==> src/rtl/seq_match_counter.sv <==
// rtl/seq_match_counter.sv - programmable LEN-symbol sequence detector with saturating hit counter
// SEQ_OVERLAP_EN: when defined, the suffix of one match may begin the next match.
module seq_match_counter #(
  parameter int W     = 2,
  parameter int LEN   = 3,
  parameter int CNT_W = 8
) (
  input  logic                   clk,
  input  logic                   reset,
  input  logic                   in_valid,
  input  logic [W-1:0]           num,
  input  logic                   cfg_we,
  input  logic [$clog2(LEN)-1:0] cfg_idx,
  input  logic [W-1:0]           cfg_sym,
  input  logic                   sticky,
  input  logic                   clr,
  output logic                   hit,
  output logic                   ans,
  output logic [CNT_W-1:0]       hit_count
);

  localparam int FILL_W = $clog2(LEN + 1);

  // Slot 0 is the oldest symbol in time for both pattern and history.
  logic [LEN-1:0][W-1:0] pattern_q, pattern_d;
  logic [LEN-1:0][W-1:0] hist_q, hist_d;
  logic [FILL_W-1:0]     fill_q, fill_d;
  logic                  hit_q, hit_d;
  logic                  latch_q, latch_d;
  logic                  ans_q, ans_d;
  logic [CNT_W-1:0]      cnt_q, cnt_d;

  always_comb begin
    pattern_d = pattern_q;
    hist_d    = hist_q;
    fill_d    = fill_q;
    hit_d     = 1'b0;
    if (cfg_we) begin
      if (int'(cfg_idx) < LEN) pattern_d[cfg_idx] = cfg_sym;
      fill_d = '0;
    end else if (in_valid) begin
      for (int i = 0; i < LEN - 1; i++) hist_d[i] = hist_q[i+1];
      hist_d[LEN-1] = num;
      if (fill_q != FILL_W'(LEN)) fill_d = fill_q + FILL_W'(1);
      hit_d = (fill_d == FILL_W'(LEN)) && (hist_d == pattern_q);
`ifdef SEQ_OVERLAP_EN
`else
      if (hit_d) fill_d = '0;
`endif
    end
  end

  // A latch taken while sticky stays held even if sticky later drops; only clr releases it.
  always_comb begin
    latch_d = clr ? 1'b0 : (latch_q | (sticky & hit_d));
    ans_d   = clr ? 1'b0 : (latch_d | hit_d);
    cnt_d   = cnt_q;
    if (clr)                      cnt_d = '0;
    else if (hit_d && cnt_q != '1) cnt_d = cnt_q + CNT_W'(1);
  end

  always_ff @(posedge clk) begin
    if (reset) begin
      for (int i = 0; i < LEN; i++) pattern_q[i] <= W'(i + 1);
      hist_q  <= '0;
      fill_q  <= '0;
      hit_q   <= 1'b0;
      latch_q <= 1'b0;
      ans_q   <= 1'b0;
      cnt_q   <= '0;
    end else begin
      pattern_q <= pattern_d;
      hist_q    <= hist_d;
      fill_q    <= fill_d;
      hit_q     <= hit_d;
      latch_q   <= latch_d;
      ans_q     <= ans_d;
      cnt_q     <= cnt_d;
    end
  end

  assign hit       = hit_q;
  assign ans       = ans_q;
  assign hit_count = cnt_q;

endmodule

==> config.mk <==
export PLATFORM = sky130hd
export DESIGN_NAME = seq_match_counter
export DESIGN_NICKNAME = d
export VERILOG_FILES = /design/src/rtl/seq_match_counter.sv
export SDC_FILE = /design/constraint.sdc
export NUM_CORES = 1
export LEC_CHECK = 0
export BUFFER_PORTS_ARGS = -buffer_cell sky130_fd_sc_hd__buf_2
export CAP_MARGIN = 20
export CORE_MARGIN = 3
export CORE_UTILIZATION = 41
export CTS_CLUSTER_SIZE = 25
export DETAILED_ROUTE_END_ITERATION = 8
export HOLD_SLACK_MARGIN = 0.1
export SYNTH_ARGS = -nofsm -noshare
export SYNTH_HDL_FRONTEND = slang
export SYNTH_SLANG_ARGS = --single-unit
==> constraint.sdc <==
create_clock -name clk -period 4 [get_ports clk]
set_input_delay 0 -clock clk [delete_from_list [all_inputs] [get_ports clk]]
set_output_delay 0 -clock clk [all_outputs]
set_load 0.03 [all_outputs]
==> impl_metrics.sql <==
INSERT INTO impl_metrics (metric_group, metric, value, unit) VALUES
('detailed_routing', 'post_route_drc_violation_count', '0', ''),
('floorplan', 'design.portCount', '22', ''),
('power_and_ir_drop', 'fin_total_pwr', '0.405', 'mW'),
('detailed_routing', 'drtPass1Iterations', '4', ''),
('job', 'cap_violations', '0', ''),
('clock_network', 'htree_levels', '1', ''),
('sta', 'final-max-slew-violation-count', '0', ''),
('floorplan', 'core_area', '2590', 'um^2'),
('detailed_routing', 'final_antenna_net_count', '0', ''),
('synthesis', 'synth_enable_flop_cells', '0', ''),
('floorplan', 'chip_width', '59.4', 'um'),
('sta', 'finClkSkew', '0.00777', 'ns'),
('min_path', 'min_to', 'pattern_q[5]', ''),
('grt', 'largest_net_degree_at_the_start_of_global_routing', '22', ''),
('run_status', 'status', 'finished clean', ''),
('power_and_ir_drop', 'max-vdd-ir-drop', '0.000298', 'V'),
('synthesis', 'syn_area_per_cell', '9.15', 'um^2'),
('detailed_routing', 'total_via_count_in_the_routed_design', '1133', ''),
('synthesis', 'yosys-top-cells-count', 'dfxtp_1 (23), nand2_1 (13), mux2i_1 (9), nor2_1 (8)', ''),
('clock_network', 'worstSkewPairLatency', '0.32', 'ns'),
('worst_setup_path', 'r2r_slack', '1.88', 'ns'),
('floorplan', 'initial_core_util', '0.452', ''),
('detailed_routing', 'detail_route.vias_per_cell', '5.69', ''),
('floorplan', 'standard_cell_row_count', '18', ''),
('sta', 'rsz0062_at_grt', 'false', ''),
('placed_design', 'hpwl', '1940', 'um'),
('grt', 'grt_residual_overflow', '0', ''),
('sta', 'final-setup-viol-count', '0', ''),
('synthesis', 'synth_area_leader_cell', 'dfxtp_1', ''),
('min_path', 'worstHoldPathType', 'in2reg', ''),
('placed_design', 'port_buffers', '21', ''),
('detailed_routing', 'post_drt_wl_per_cell', '14.3', 'um'),
('clock_network', 'cts.root.buffer_cell', 'clkbuf_4', ''),
('worst_setup_path', 'cp.arrival', '2.37', 'ns'),
('grt', 'grt_first_pass_wirelength', '4850', 'um'),
('worst_setup_path', 'timing.critical_path.from_type', 'input pin', ''),
('worst_setup_path', 'critical_path.reg2reg.startpoint', 'pattern_q[4]', ''),
('worst_setup_path', 'crit-reg2reg-capture', 'fill_q[0]', ''),
('sta', 'setup-tns-final', '0', 'ns'),
('synthesis', 'synth.net_count', '141', ''),
('detailed_routing', 'detail_route.wirelength', '2850', 'um'),
('synthesis', 'ys_top_cells_by_area', 'dfxtp_1 (39%), mux2i_1 (7.7%), nand2_1 (4.2%)', ''),
('finish', 'design.final.nets', '183', ''),
('clock_network', 'clock-sinks', '23', ''),
('placed_design', 'place.gp.congestion', '0.795', ''),
('power_and_ir_drop', 'power.static_leakage', '0.594', 'nW'),
('worst_setup_path', 'r2r_cells', '5', ''),
('power_and_ir_drop', 'power.density', '267', 'nW/um^2'),
('synthesis', 'synth_warnings', '0', ''),
('floorplan', 'die_h', '59.4', 'um'),
('clock_network', 'postCtsResizedCells', '0', ''),
('finish', 'share_of_layout_cells_above_drive_strength_1', '0.183', ''),
('sta', 'achievable-frequency', '465', 'MHz'),
('sta', 'timing_worst_slew_pin_value', '0.509', 'ns'),
('synthesis', 'yosys.cell_count.top_type', 'dfxtp_1', ''),
('synthesis', 'synth_sequential_area_ratio', '0.393', ''),
('worst_setup_path', 'path_class', 'in2reg', ''),
('worst_setup_path', 'critical_path_peak_fanout', '12', ''),
('finish', 'syn2layout_area_growth', '29.8', '%'),
('finish', 'nFillCells', '242', ''),
('synthesis', 'yosys_most_used_dff', 'dfxtp_1', ''),
('sta', 'period_share', '0.537', ''),
('min_path', 'worst_hold_path.num_cells', '4', ''),
('worst_setup_path', 'end_kind', 'register', ''),
('synthesis', 'synth_async_sr_flop_share', '0', ''),
('min_path', 'min_from', 'cfg_sym[1]', ''),
('synthesis', 'synth_top_cell_area_share', '0.393', ''),
('sta', 'post-route-min-period', '2.15', 'ns'),
('clock_network', 'cts-buffers-inserted', '3', ''),
('detailed_routing', 'drt_initial_violations', '29', ''),
('clock_network', 'cts.path.max_buffers', '2', '');
## through the flow
stage               instance area, um^2   util  worst slack, ns  cells  hold slack [ns]
floorplan                          1170      -             2.38    128            0.118
global placement                   1290  0.498             2.31    175            0.241
detailed placement                 1290  0.498             2.24    175            0.252
CTS                                1520  0.587             1.90    199            0.467
global route                       1520  0.587             1.69    199            0.487
finish                             1520  0.587             1.85    199            0.468
## cell families after synthesis
| group | share of synthesized area |
|---|---|
| XOR/XNOR | 0.0726 |
| multiplexers | 0.0769 |
| AO/OA/AOI/OAI | 0.146 |
| adder cells (fa/ha/maj) | 0.0107 |
| buffers and inverters | 0.0235 |
| AND/OR/NAND/NOR | 0.277 |
| flip-flops | 0.393 |
## sequential cells by signal, summed over array words and instances (netlist names)
| signal | cells |
|---|---|
| pattern_q | 6 |
| hit_count | 8 |
| hist_q | 4 |
| ans | 1 |
| fill_q | 2 |
| hit | 1 |
| latch_q | 1 |
## worst max-delay path, cell delays in order
cell           delay [ns]
dlygate4sd3_1        0.54
buf_2                0.14
xnor2_1              0.22
nand4_1              0.46
o211ai_1             0.35
a311oi_1             0.11
dlygate4sd3_1        0.56
## metal layers
metal	wire length [um]	GRT usage	share of wire	vias to the layer above
met5	0	0	0	-
li1	-	-	-	565
met1	1370	0.225	0.48	543
met2	1340	0.304	0.47	21
met3	105	0.0414	0.037	4
met4	29	0.0485	0.010	0
## timing repair
item / in CTS / in global routing
buffers inserted: 0 / 0
hold endpoints to repair: 23 / 0
hold buffers: 20 / 0
## placed cells by master (no fill, tap or decap), drive strengths merged, types with 3 or more instances in the layout
cell and count:
a21oi 7, nand3 4, xnor2 6, mux2i 9
buf 21, nand2b 4, dfxtp 23, o311ai 3
nand4 3, nand2 14, nor2 8, dlygate4sd3 20
or3 7, and4 4, nand3b 4, clkbuf 3
## worst max path at each step
stage | from | endpoint | cells past startpoint
floorplan | hit_count[0] | hit_count[2] | 5
global placement | hist_q[4] | hit_count[0] | 4
detailed placement | pattern_q[4] | hit_count[0] | 4
CTS | pattern_q[4] | fill_q[0] | 5
global route | num[0] | fill_q[0] | 7
finish | num[0] | fill_q[0] | 7
## power by group
part           switching (mW)  leakage [nW]  total [mW]  internal (mW)
Clock                  0.0753        0.0139       0.114         0.0382
Combinational          0.0261         0.394      0.0544         0.0283
Sequential            0.00400         0.186       0.237          0.233
## cell type report
| class | count | area [um^2] | area share |
|---|---|---|---|
| clock inverter | 1 | 7.51 | 0.00494 |
| clock buffer | 3 | 22.5 | 0.0148 |
| tap | 30 | 37.5 | 0.0247 |
| timing repair buffer | 41 | 305 | 0.201 |
| inverter | 1 | 3.75 | 0.00247 |
| sequential | 23 | 460 | 0.303 |
| multi-input combinational | 100 | 683 | 0.449 |
(Power assumes the default switching activity.)
